### config.mk
export PLATFORM = sky130hd
export DESIGN_NAME = video_pixel_rx
export DESIGN_NICKNAME = d
export VERILOG_FILES = /design/src/rtl/video_rx_pkg.sv /design/src/rtl/video_pixel_rx_fifo.sv /design/src/rtl/video_pixel_rx.sv
export SDC_FILE = /design/constraint.sdc
export NUM_CORES = 1
export LEC_CHECK = 0
export BUFFER_PORTS_ARGS = -buffer_cell sky130_fd_sc_hd__clkbuf_2
export CORE_MARGIN = 3
export CORE_UTILIZATION = 50
export CTS_BUF_LIST = sky130_fd_sc_hd__clkbuf_4 sky130_fd_sc_hd__clkbuf_8
export DETAILED_ROUTE_END_ITERATION = 10
export HOLD_SLACK_MARGIN = 0.02
export PLACE_DENSITY = 0.77
export SKIP_LAST_GASP = 1
export SLEW_MARGIN = 20
export SYNTH_ARGS = -nofsm -noshare
export SYNTH_HDL_FRONTEND = slang
export SYNTH_HIERARCHICAL = 1
export SYNTH_SLANG_ARGS = --single-unit
### constraint.sdc
create_clock -name iClk -period 16.2 [get_ports iClk]
set_input_delay 0.81 -clock iClk [delete_from_list [all_inputs] [get_ports iClk]]
set_output_delay 0.81 -clock iClk [all_outputs]
set_load 0.02 [all_outputs]
### src/rtl/video_rx_pkg.sv
// Shared types for the pixel receive path:
// FSM states and the elastic-buffer entry layout.
package video_rx_pkg;

    // Field widths of a buffered entry; the top-level width
    // parameters must not exceed these.
    localparam int cColorDepth = 16;
    localparam int cCoordWidth = 11;

    typedef enum logic [1:0] {
        S_IDLE,
        S_ACTIVE,
        S_DROP
    } rxState_t;

    typedef struct packed {
        logic [cColorDepth-1:0] pixel;
        logic [cCoordWidth-1:0] hpos;
        logic [cCoordWidth-1:0] vpos;
        logic                   sof;
        logic                   eol;
    } fifoEntry_t;

endpackage

### src/rtl/video_pixel_rx_fifo.sv
// Elastic buffer with a registered head entry.
// An empty buffer forwards a push straight into the head register.
module video_pixel_rx_fifo
    import video_rx_pkg::*;
#(
    parameter int pDepth = 16
) (
    input  logic       iClk,
    input  logic       iRst,
    input  logic       iPush,
    input  fifoEntry_t iData,
    input  logic       iPop,
    output fifoEntry_t oData,
    output logic       oFull,
    output logic       oEmpty
);

    localparam int cPtrW = $clog2(pDepth);

    fifoEntry_t       mem [pDepth];
    logic [cPtrW-1:0] wrPtr;
    logic [cPtrW-1:0] rdPtr;
    logic [cPtrW:0]   memCnt;
    logic             headVd;
    logic             load;
    logic             fromMem;
    logic             memWr;
    logic             memRd;

    assign load    = !headVd || iPop;
    assign fromMem = memCnt != '0;
    assign memRd   = load && fromMem;
    assign memWr   = iPush && !(load && !fromMem);
    assign oEmpty  = !headVd;
    assign oFull   = (memCnt + (cPtrW+1)'(headVd))
                     == (cPtrW+1)'(pDepth);

    // Storage array, written behind the head register.
    always_ff @(posedge iClk) begin
        if (memWr) begin
            mem[wrPtr] <= iData;
        end
    end

    // Pointer and occupancy bookkeeping.
    always_ff @(posedge iClk or negedge iRst) begin
        if (!iRst) begin
            wrPtr  <= '0;
            rdPtr  <= '0;
            memCnt <= '0;
        end else begin
            if (memWr) begin
                wrPtr <= wrPtr + cPtrW'(1);
            end
            if (memRd) begin
                rdPtr <= rdPtr + cPtrW'(1);
            end
            memCnt <= memCnt + (cPtrW+1)'(memWr)
                      - (cPtrW+1)'(memRd);
        end
    end

    // Head register refills whenever it is empty or being popped.
    always_ff @(posedge iClk or negedge iRst) begin
        if (!iRst) begin
            oData  <= '0;
            headVd <= 1'b0;
        end else if (load) begin
            headVd <= fromMem || iPush;
            if (fromMem) begin
                oData <= mem[rdPtr];
            end else if (iPush) begin
                oData <= iData;
            end
        end
    end

endmodule

### src/rtl/video_pixel_rx.sv
// Pixel receiver: raster tracking, elastic buffering,
// overflow handling and per-frame checksum.
module video_pixel_rx
    import video_rx_pkg::*;
#(
    parameter int pHdisplayWidth = 11,
    parameter int pVdisplayWidth = 11,
    parameter int pColorDepth    = 16,
    parameter int pFifoDepth     = 16
) (
    input  logic                      iClk,
    input  logic                      iRst,
    input  logic                      iCke,
    input  logic [pHdisplayWidth-1:0] iHdisplay,
    input  logic [pVdisplayWidth-1:0] iVdisplay,
    input  logic [pColorDepth-1:0]    iPixel,
    input  logic                      iVd,
    output logic [pColorDepth-1:0]    oPixel,
    output logic [pHdisplayWidth-1:0] oHpos,
    output logic [pVdisplayWidth-1:0] oVpos,
    output logic                      oSof,
    output logic                      oEol,
    output logic                      oVd,
    input  logic                      iReady,
    output logic                      oFrameDone,
    output logic                      oFrameErr,
    output logic [pColorDepth-1:0]    oChecksum,
    output logic                      oOverflow,
    input  logic                      iClrErr
);

    rxState_t                  state;
    rxState_t                  stateNxt;
    logic [pHdisplayWidth-1:0] hcnt;
    logic [pHdisplayWidth-1:0] hdispQ;
    logic [pHdisplayWidth-1:0] hLastIdx;
    logic [pVdisplayWidth-1:0] vcnt;
    logic [pVdisplayWidth-1:0] vdispQ;
    logic [pVdisplayWidth-1:0] vLastIdx;
    logic [pColorDepth-1:0]    acc;
    logic [pColorDepth-1:0]    accNext;
    logic                      accept;
    logic                      frameStart;
    logic                      lastH;
    logic                      lastBeat;
    logic                      pushOk;
    logic                      push;
    logic                      drop;
    logic                      pop;
    logic                      full;
    logic                      empty;
    logic                      errFlag;
    fifoEntry_t                wrEntry;
    fifoEntry_t                rdEntry;

    assign accept     = iCke && iVd;
    assign frameStart = (hcnt == '0) && (vcnt == '0);

    // Geometry applies from the live inputs on the first beat,
    // and from the latched copy for the rest of the frame.
    assign hLastIdx = (frameStart ? iHdisplay : hdispQ)
                      - pHdisplayWidth'(1);
    assign vLastIdx = (frameStart ? iVdisplay : vdispQ)
                      - pVdisplayWidth'(1);
    assign lastH    = hcnt == hLastIdx;
    assign lastBeat = lastH && (vcnt == vLastIdx);

    assign oVd    = !empty;
    assign pop    = oVd && iReady;
    assign pushOk = !full || pop;

    assign accNext = (frameStart ? '0 : acc)
                     + (push ? iPixel : '0);

    // Pack the current beat and its raster position.
    always_comb begin
        wrEntry       = '0;
        wrEntry.pixel = cColorDepth'(iPixel);
        wrEntry.hpos  = cCoordWidth'(hcnt);
        wrEntry.vpos  = cCoordWidth'(vcnt);
        wrEntry.sof   = frameStart;
        wrEntry.eol   = lastH;
    end

    assign oPixel = rdEntry.pixel[pColorDepth-1:0];
    assign oHpos  = rdEntry.hpos[pHdisplayWidth-1:0];
    assign oVpos  = rdEntry.vpos[pVdisplayWidth-1:0];
    assign oSof   = rdEntry.sof;
    assign oEol   = rdEntry.eol;

    // Next state and push/drop decision for the current beat.
    always_comb begin
        stateNxt = state;
        push     = 1'b0;
        drop     = 1'b0;
        unique case (state)
            S_IDLE, S_ACTIVE: begin
                if (accept) begin
                    push     = pushOk;
                    drop     = !pushOk;
                    stateNxt = (!pushOk && !lastBeat)
                               ? S_DROP : S_ACTIVE;
                end
            end
            S_DROP: begin
                if (accept && lastBeat) begin
                    stateNxt = S_ACTIVE;
                end
            end
            default: stateNxt = S_IDLE;
        endcase
    end

    // State register.
    always_ff @(posedge iClk or negedge iRst) begin
        if (!iRst) begin
            state <= S_IDLE;
        end else begin
            state <= stateNxt;
        end
    end

    // Raster counters track every accepted beat, dropped or not.
    always_ff @(posedge iClk or negedge iRst) begin
        if (!iRst) begin
            hcnt   <= '0;
            vcnt   <= '0;
            hdispQ <= '0;
            vdispQ <= '0;
        end else if (accept) begin
            if (frameStart) begin
                hdispQ <= iHdisplay;
                vdispQ <= iVdisplay;
            end
            if (lastH) begin
                hcnt <= '0;
                vcnt <= lastBeat ? '0
                        : vcnt + pVdisplayWidth'(1);
            end else begin
                hcnt <= hcnt + pHdisplayWidth'(1);
            end
        end
    end

    // Checksum accumulation and end-of-frame reporting.
    always_ff @(posedge iClk or negedge iRst) begin
        if (!iRst) begin
            acc        <= '0;
            oChecksum  <= '0;
            oFrameDone <= 1'b0;
            oFrameErr  <= 1'b0;
            errFlag    <= 1'b0;
        end else begin
            oFrameDone <= accept && lastBeat;
            oFrameErr  <= accept && lastBeat
                          && (errFlag || drop);
            if (accept) begin
                acc <= accNext;
                if (lastBeat) begin
                    oChecksum <= accNext;
                    errFlag   <= 1'b0;
                end else if (drop) begin
                    errFlag <= 1'b1;
                end
            end
        end
    end

    // Sticky overflow; a new drop beats a coincident clear.
    always_ff @(posedge iClk or negedge iRst) begin
        if (!iRst) begin
            oOverflow <= 1'b0;
        end else if (drop) begin
            oOverflow <= 1'b1;
        end else if (iClrErr) begin
            oOverflow <= 1'b0;
        end
    end

    video_pixel_rx_fifo #(
        .pDepth (pFifoDepth)
    ) uFifo (
        .iClk   (iClk),
        .iRst   (iRst),
        .iPush  (push),
        .iData  (wrEntry),
        .iPop   (pop),
        .oData  (rdEntry),
        .oFull  (full),
        .oEmpty (empty)
    );

endmodule

== Word-level counts from Yosys, hierarchy flattened ==
Memory sizes are Yosys's and may differ from the RTL's.
Cells that the tools add are included.
Storage, ports and cells
  bits in registers: 136
  memories: 1
  memory bits (writable): 640
  input port bits: 44
  logic and storage cells: 93
  output and inout port bits: 60
Operators by class
  muxes and demuxes: 22
  $add $sub $neg: 10
  eq/ne operators: 7
  reductions and logical operators: 33
Memory list
  uFifo.mem: depth 16, width 40, rd ports 1, clocked after Yosys merged registers in 0, wr ports 1, line video_pixel_rx_fifo.sv:20  | fifoEntry_t mem [pDepth];
Operator list (number)
  2-to-1 mux 40 bit: 2
  2-to-1 mux 11 bit: 4
  2-to-1 mux 16 bit: 2
  adder 11 x 1 -> 11 bit (second input constant): 2
  == test 11 bit: 2
  logical NOT 11 bit: 2
  subtractor 11 x 1 -> 11 bit (second input constant): 2
  adder 16 bit: 1
  adder 5 x 1 -> 5 bit: 2
  logical AND 1 bit: 10
  2-to-1 mux 1 bit: 10
  AND reduction 2 bit: 5
  adder 4 x 1 -> 4 bit (second input constant): 2
  logical NOT 1 bit: 6
  2-to-1 mux 2 bit: 3
  nonzero test 2 bit: 3
  == test 5 bit (second input constant): 1
  nonzero test 5 bit: 1
  subtractor 5 x 1 -> 5 bit: 1
  logical OR 1 bit: 4
  inequality test 2 bit (second input constant): 2
  case mux 2 bit (2 select lines): 1
  == test 2 x 1 -> 1 bit (second input constant): 1
  == test 2 bit (second input constant): 1
  other kinds (2): 2

== Depth between registers and ports, before layout ==
Gate-level depths: netlist (run 1).
  word-level depth: 11
  mapped depth: 21
  depth with buffers taken out: 20

== By module ==
The synthesis (run 1) kept the hierarchy.
By module, submodules not included
  video_pixel_rx_fifo: times used 1, area an instance 26779.4 um^2, sequential area each 20569.7 um^2, cells each 1257
  video_pixel_rx: times used 1, area an instance 5771.8 um^2, sequential area each 2052.0 um^2, cells each 633

== Worst setup path after synthesis (run 1) ==
Ideal clock, no wire load.
  path kind: register to register
  start point: register uFifo.memCnt[0]
  end point: memory uFifo/mem[3][0] (netlist bit), enable pin
  path buffers: 2
  stages on the path, launching flop included: 13
  clock period less this slack: 6.060 ns
  required time: 15.713 ns
  data arrival time: 5.573 ns
  setup time: 0.487 ns
  slack: 10.140 ns
  path through: dfrtp_1 -> ha_1 -> ha_1 -> nand3b_1 -> o21ai_0 -> a21oi_1 -> nor4_1 -> a211oi_1 -> clkbuf_1 -> clkbuf_1 -> a21boi_1 -> nand2_1 -> nor3_1
Between the ends
  word-level cells in the longest chain between the ends: 9
  elaborated cells between the ends (all ways): 13
  classes of those cells: add/sub (1); eq/ne (1); mux (4); reduce/logical (7)
Ends and longest elaborated chain
  start, declared: line video_pixel_rx_fifo.sv:23  | logic [cPtrW:0] memCnt;
  start signal, assigned: line video_pixel_rx_fifo.sv:58  | memCnt <= memCnt + (cPtrW+1)'(memWr)
  adder 5 x 1 -> 5 bit: line video_pixel_rx_fifo.sv:35  | assign oFull = (memCnt + (cPtrW+1)'(headVd))
  == test 5 bit: line video_pixel_rx_fifo.sv:36  | == (cPtrW+1)'(pDepth);
  net full: line video_pixel_rx.sv:50  | logic full;
  logical NOT 1 bit: line video_pixel_rx.sv:70  | assign pushOk = !full || pop;
  logical OR 1 bit: line video_pixel_rx.sv:70
  2-to-1 mux 1 bit: line video_pixel_rx.sv:98  | if (accept) begin
  2-to-1 mux 1 bit: line video_pixel_rx.sv:96  | unique case (state)
  net push: line video_pixel_rx.sv:47  | logic push;
  logical AND 1 bit: line video_pixel_rx_fifo.sv:33  | assign memWr = iPush && !(load && !fromMem);
  2-to-1 mux 1 bit: line video_pixel_rx_fifo.sv:40  | if (memWr) begin
  2-to-1 mux 1 bit (not written as such): line video_pixel_rx_fifo.sv:41  | mem[wrPtr] <= iData;
  end, declared: line video_pixel_rx_fifo.sv:20
The timed path passes the listed nets, and every way through them passes these cells.

== Final worst setup path (run 1) ==
  start point: register vcnt[8]
  end point: register oChecksum[12]
Between the ends
  word-level cells in the longest chain between the ends: 7
  elaborated cells between the ends (all ways): 12
  classes of those cells: add/sub (3); eq/ne (2); mux (3); reduce/logical (4)
Ends and longest elaborated chain
  start, declared: line video_pixel_rx.sv:37  | logic [pVdisplayWidth-1:0] vcnt;
  start signal, assigned: line video_pixel_rx.sv:137  | vcnt <= lastBeat ? '0
  logical NOT 11 bit: line video_pixel_rx.sv:57  | assign frameStart = (hcnt == '0) && (vcnt == '0);
  logical AND 1 bit: line video_pixel_rx.sv:57
  2-to-1 mux 11 bit
  subtractor 11 x 1 -> 11 bit, on equally long branches: line video_pixel_rx.sv:62, video_pixel_rx.sv:64
  == test 11 bit, on equally long branches: line video_pixel_rx.sv:65, video_pixel_rx.sv:66
  logical AND 1 bit: line video_pixel_rx.sv:66  | assign lastBeat = lastH && (vcnt == vLastIdx);
  AND reduction 2 bit (no line)
  end signal, assigned: line video_pixel_rx.sv:160  | oChecksum <= accNext;
  end, declared: line video_pixel_rx.sv:27  | output logic [pColorDepth-1:0] oChecksum,
Parallel ways exist; a longest one is shown, timed or not.
A chain may end at the register's enable or synchronous reset.

==> out/summary.txt, run 1 <==
TNS Setup - 0 ns
Pre-CTS WS - 10.29 ns
Final period utilization - 36.8%
TritonCTS clock tree - yes
Fillers - 4766
Gate Count Post-Synth - 1890
Worst setup margin - 10.24 ns
Slew @ Worst Pin - 1.09 ns
Post-synth top area cell - edfxtp_1
FF-to-FF End - oChecksum[12]
Setup crit start - vcnt[8]
Synth area leaders - edfxtp_1, mux4_2, dfrtp_1
Crit path time final - 5.96 ns
Initial detailed-routing violation count - 2468
Utilization after layout - 57.1%
Max Slew Vio Count - 0
Most used DFF post-synth - edfxtp_1
Syn_area_per_cell - 17.2 um2
Post-CTS resize count - 0
Post-route cell area - 0.0364 mm2
Hold buffer count at cts - 0
CP max-delay cell - dfrtp_1
Syn_nets - 1972
Vias per Instance - 6.22
Distinct cells, synth - 71
Number of cells on the worst reg-to-reg path - 14
Leak pwr - 12.1 nW
Synth top cells by count - edfxtp_1, mux4_2, dfrtp_1
Number of iterations in the first detailed-routing pass - 5
RSZ-0062 raised after global routing - false
RR Startpoint - vcnt[8]
Final hold viol count - 0
Sequential element share of the synthesized area - 69.5%
GR Overflow Total - 0
Number of H-tree levels - 3
Die area - 0.0682 mm2
Vias in the first global route - 19100
Critical Path Source Type - register
Total Wirelength - 80200 um
Routability-driven placement congestion ratio - 0.907
I/O pin count - 104
Clock buffer count from CTS - 117
Worst setup EP type - register
Via count of the routed design - 18600
Fmax - 0.168 GHz
Power Density - 154 mW/mm2
Estimated wirelength of the detail-placed design - 46100 um
Post-Place Cell Area - 0.0340 mm2
Setup Buffers After CTS - 0
Crit path cell chain - nor4_2 -> and4_1 -> nand2_4 -> mux2i_1 -> ha_1 -> nor2b_1 -> nand4_1 -> xnor2_1 -> o211ai_1 -> a211oi_1 -> nor4bb_1 -> nand3_1 -> or2_1 -> mux2_4
Fin nets - 2123
Max Buffers Root-to-Sink - 3
# clock sinks - 776
WS Path Type - reg -> reg
Later-pin clock latency in the skew report - 0.73 ns
WP data arrival - 6.56 ns
Asr flop ratio synth - 17.5%
Antenna violations before repair - 3
Layout cells sized above 1 - 26.9%
Synth Cell Area - 0.0326 mm2
Initial core utilization - 51.0%
Status - complete, no violations
Rel. slew slack - 27.6%
Layout area overhead - 11.9%
EDFF count, synth - 640
Worst VDD drop - 0.000101 V
Drt wl/cell - 26.8 um
First-pass GRT wire length - 120000 um
# DRC - 0
Yosys warns - 6
CTS Root Cell - clkbuf_8
Min-delay worst type - in -> async
Pin count of the biggest net entering global routing - 79
Top cell type's share of synthesized area - 59.0%
FF-to-FF setup slack - 10.24 ns
Yosys reg bits - 776
Worst Setup EP - oChecksum[12]
Max Cap Viol - 0
Core ar. - 0.0638 mm2
Most frequent cell after synthesis - edfxtp_1
Die Span X - 261 um
GRT Total Usage - 24.0%
Tot Pwr - 5.60 mW
Crit path largest cell delay - 0.73 ns
IO buf count - 103
CP Data Required Time - 16.80 ns
Count of final setup violators - 0
Clock skew - 0.0187 ns
Die Span Y - 261 um
Worst-path clk slew - 0.06 ns
Placement Rows - 92
Worst-path maximum fanout - 31
Antenna Nets Post-Route - 0
-- flip-flops by register name, indices dropped and copies added (netlist names), 2 cells and up --
name,cells
uFifo/mem,640
uFifo/oData,40
acc,16
oChecksum,16
hcnt,11
hdispQ,11
vcnt,11
vdispQ,11
uFifo/memCnt,5
uFifo/rdPtr,4
uFifo/wrPtr,4
state,2
-- logic make-up after synthesis --
family                   count (synthesis)  share of synthesized area, %
AND/OR/NAND/NOR                        404                          6.73
AO/OA/AOI/OAI                          228                          4.78
flip-flops                             776                          69.5
XOR/XNOR                                66                          1.78
adder cells (fa/ha/maj)                 38                          1.51
buffers and inverters                  144                          2.12
multiplexers                           234                          13.6
-- worst min path at each step --
stage / from / to / cells past startpoint
floorplan: acc[0] / acc[0] / 2
global placement: acc[0] / acc[0] / 2
detailed placement: acc[0] / acc[0] / 2
CTS: iRst / hdispQ[2] / 1
global route: iRst / hdispQ[2] / 1
finish: iRst / hdispQ[2] / 1
-- cells in the final DEF, fill, tap and decap left out, types with 34 or more instances in the layout --
| cell type | n |
|---|---|
| nor2_1 | 51 |
| clkbuf_8 | 129 |
| clkbuf_2 | 102 |
| inv_1 | 37 |
| edfxtp_1 | 640 |
| buf_4 | 35 |
| xnor2_1 | 48 |
| clkbuf_4 | 46 |
| mux4_2 | 160 |
| a211oi_1 | 77 |
| o21ai_0 | 37 |
| nand2_1 | 70 |
| dfrtp_1 | 132 |
| mux2_2 | 34 |
| nor2b_1 | 59 |
| ha_1 | 36 |
| nand3_1 | 34 |
-- per-layer routing --
| layer | track usage (%) | part of all wire [%] | wire [um] |
|---|---|---|---|
| met2 | 38.4 | 48 | 38600 |
| met3 | 5.31 | 10 | 8420 |
| met1 | 33.0 | 39 | 31200 |
| met4 | 8.19 | 2.5 | 2000 |
| met5 | 0 | 0.034 | 27 |
-- worst max-delay path: cells and delay by family, from the launching register on --
kind | cells | cell delay (ns)
xor+xnor | 1 | 0.18
mux | 2 | 0.88
simple gates | 8 | 3.18
compound gates | 2 | 0.41
fa+ha+maj | 1 | 0.42
flops | 1 | 0.73
-- report_power, final --
group          total [mW]  internal (mW)  switching, mW
clock                1.61          0.871          0.737
combinational        1.44          0.637          0.801
sequential           2.55           2.35          0.199
-- layout make-up --
class                   instances  area (um2)  share of cell area (%)
clock inverters                44         274                   0.752
well taps                     846        1060                    2.91
clock buffers                 175        2120                    5.82
flip-flops and latches        776       22600                    62.1
inverters                      38         148                   0.405
multi-input cells             970        9410                    25.8
diodes                          2        5.00                  0.0137
repair buffers                138         785                    2.15
-- stage by stage --
stage          hold WS (ns)  std cells
5_1_grt               0.154       2988
4_1_cts               0.105       2987
3_3_place_gp          0.450       2768
6_report              0.100       2989
3_5_place_dp          0.454       2768
2_1_floorplan         0.437       1890
(Power assumes the default switching activity.)
==> run 2: changes to the inputs <==
--- a/config.mk
+++ b/config.mk
@@ -11,7 +11,7 @@
 export CTS_BUF_LIST = sky130_fd_sc_hd__clkbuf_4 sky130_fd_sc_hd__clkbuf_8
 export DETAILED_ROUTE_END_ITERATION = 10
 export HOLD_SLACK_MARGIN = 0.02
-export PLACE_DENSITY = 0.77
+export PLACE_DENSITY = 0.8
 export SKIP_LAST_GASP = 1
 export SLEW_MARGIN = 20
 export SYNTH_ARGS = -nofsm -noshare
==> constraint.sdc (replaced) <==
create_clock -name iClk -period 5 [get_ports iClk]
set_input_delay 0.25 -clock iClk [delete_from_list [all_inputs] [get_ports iClk]]
set_output_delay 0.25 -clock iClk [all_outputs]
set_load 0.02 [all_outputs]
==> out/summary.txt, run 2 (synthesis results as in run 1) <==
Slew @ Worst Pin - 1.12 ns (+0.0382 ns)
Tot Pwr - 18.4 mW (+230%)
Clock buffer count from CTS - 115 (-1.7%)
Internal power - 12.7 mW (+230%)
Utilization after layout - 58.5% (+1.4 points)
Via count of the routed design - 18700 (+0.68%)
Number of H-tree levels - 3 (unchanged)
Sw Ratio - 30.9% (-0.13 points)
Routability-driven placement congestion ratio - 0.885 (-2.5%)
First-pass GRT wire length - 121000 um (+0.22%)
WS Path Type - reg -> reg
Min-delay worst type - in -> reg
Initial core utilization - 51.0% (unchanged)
Commonest non-fill, non-tap cell in the layout - edfxtp_1
Hold WS - 0.0604 ns (-0.0400 ns)
Flop pwr share - 45.0% (-0.6 points)
CP Data Required Time - 5.58 ns (-11.22 ns)
Count of final setup violators - 0 (unchanged)
Leak pwr - 12.6 nW (+3.8%)
Fin nets - 2199 (+3.6%)
WP data arrival - 5.17 ns (-1.39 ns)
I/O pin count - 104 (unchanged)
Die Span Y - 261 um (unchanged)
Final period utilization - 91.8% (+55 points)
Rel. slew slack - 25.1% (-2.5 points)
Later-pin clock latency in the skew report - 0.73 ns (about the same)
Power Density - 493 mW/mm2 (+220%)
Max Cap Viol - 0 (unchanged)
Number of iterations in the first detailed-routing pass - 5 (unchanged)
Worst-path clk slew - 0.07 ns (about the same)
Biggest register - uFifo/mem
Crit path time final - 4.59 ns (-1.37 ns)
Final hold viol count - 0 (unchanged)
Most frequent cells in the layout - edfxtp_1, mux4_2, dfrtp_1, clkbuf_8, clkbuf_2
Worst setup EP type - register
Worst VDD drop - 0.000279 V (+180%)
Status - complete, no violations
Combinational share of power - 25.8% (about the same)
Vias in the first global route - 19800 (+4.0%)
Layout cells sized above 1 - 28.2% (+1.3 points)
Initial detailed-routing violation count - 1899 (-23%)
TNS Setup - 0 ns (unchanged)
Antenna violations before repair - 1 (-2)
Die area - 0.0682 mm2 (unchanged)
Largest registers - uFifo/mem x640, uFifo/oData x40
GRT Total Usage - 23.7% (-0.26 points)
Post-route cell area - 0.0373 mm2 (+2.5%)
Worst-path maximum fanout - 18 (-42%)
Non-filler cells, final - 3064 (+2.5%)
Core ar. - 0.0638 mm2 (unchanged)
Pre-CTS WS - 0.444 ns (-9.85 ns)
Placement Rows - 92 (unchanged)
Total Wirelength - 78700 um (-1.9%)
TritonCTS clock tree - yes
Vias per Instance - 6.11 (-1.8%)
Pin count of the biggest net entering global routing - 96 (+22%)
Max reg flops - 640 (unchanged)
CTS Root Cell - clkbuf_8
Max Buffers Root-to-Sink - 3 (unchanged)
Cells after DPL - 2812 (+1.6%)
Critical Path Source Type - register
Clock skew - 0.0342 ns (+0.0155 ns)
Layout area overhead - 14.7%
Post-Place Cell Area - 0.0345 mm2 (+1.4%)
IO buf count - 103 (unchanged)
Estimated wirelength of the detail-placed design - 47300 um (+2.6%)
Worst setup margin - 0.412 ns (-9.83 ns)
# clock sinks - 776 (unchanged)
Antenna diodes - 0 (-2)
P_sw - 5.69 mW (+230%)
Antenna Nets Post-Route - 0 (unchanged)
# DRC - 0 (unchanged)
Setup Buffers After CTS - 0 (unchanged)
Drt wl/cell - 25.7 um (-4.3%)
Die Span X - 261 um (unchanged)
Max Slew Vio Count - 0 (unchanged)
Fmax - 0.218 GHz (+30%)
GR Overflow Total - 0 (unchanged)
Clock power share - 29.2% (+0.5 points)
RSZ-0062 raised after global routing - false
run 2: changes by cell type in the layout (fill, tap and decap cells not counted), moves of 7 or more:
cell,before,now
clkbuf_4,46,37
buf_4,35,67
buf_12,0,12
clkinv_2,6,19
dlygate4sd3_1,0,33
clkinv_1,27,20
run 2: path summary, 6_finish.rpt:
kind	startpoint	endpoint	slack, ns	cells past startpoint
max in group asynchronous	iRst	uFifo/rdPtr[1]	3.44	4
min in group asynchronous	iRst	oFrameDone	0.53	3
worst min-delay path	iPixel[5]	uFifo/mem[14][29]	0.06	1
worst min register to register	acc[3]	acc[3]	0.47	2
worst max register to register	hcnt[2]	oChecksum[13]	0.41	13
worst max-delay path	hcnt[2]	oChecksum[13]	0.41	13
run 2: repair_timing:
| action | 4_1_cts | 5_1_grt |
|---|---|---|
| gates resized for setup | 0 | 0 |
| hold buffers | 32 | 1 |
| hold endpoints to repair | 245 | 17 |
run 2: routing by layer:
metal,GRT usage [%],vias to the layer above,share of wire (%)
met5,0,-,0
met4,8.45,0,2.9
met3,5.69,180,10
met2,38.2,1026,48
met1,32.0,9536,38
li1,-,7971,-
run 2: critical path, cell delays in order, from the launching register on:
cell and delay (ns):
dfrtp_1 0.39, nor4_1 0.40, nand3_1 0.20, o21ai_0 0.37, and2_1 0.20, ha_1 0.21
nor3b_1 0.33, nand2_1 0.14, o41ai_1 0.39, nand3b_1 0.13, a2bb2oi_1 0.16, or4_4 0.49
or2_1 0.59, mux2_4 0.44
run 2: power groups by stage:
stage | Sequential, mW | Clock (mW) | Combinational [mW]
final | 8.29 | 5.38 | 4.76
after global routing | 8.37 | 5.76 | 5.14
after CTS | 8.30 | 5.47 | 4.79
after detailed placement | 8.43 | 0 | 4.73
after global placement | 8.39 | 0 | 4.58
after floorplan | 8.18 | 0 | 3.46
run 2: cell type report:
type,count,area (um2)
clock buffer,165,2040
clock inverter,53,433
fill,4608,26400
inverter,38,148
multi-input combinational,970,9400
sequential,776,22600
tap,846,1060
timing repair buffer,216,1620
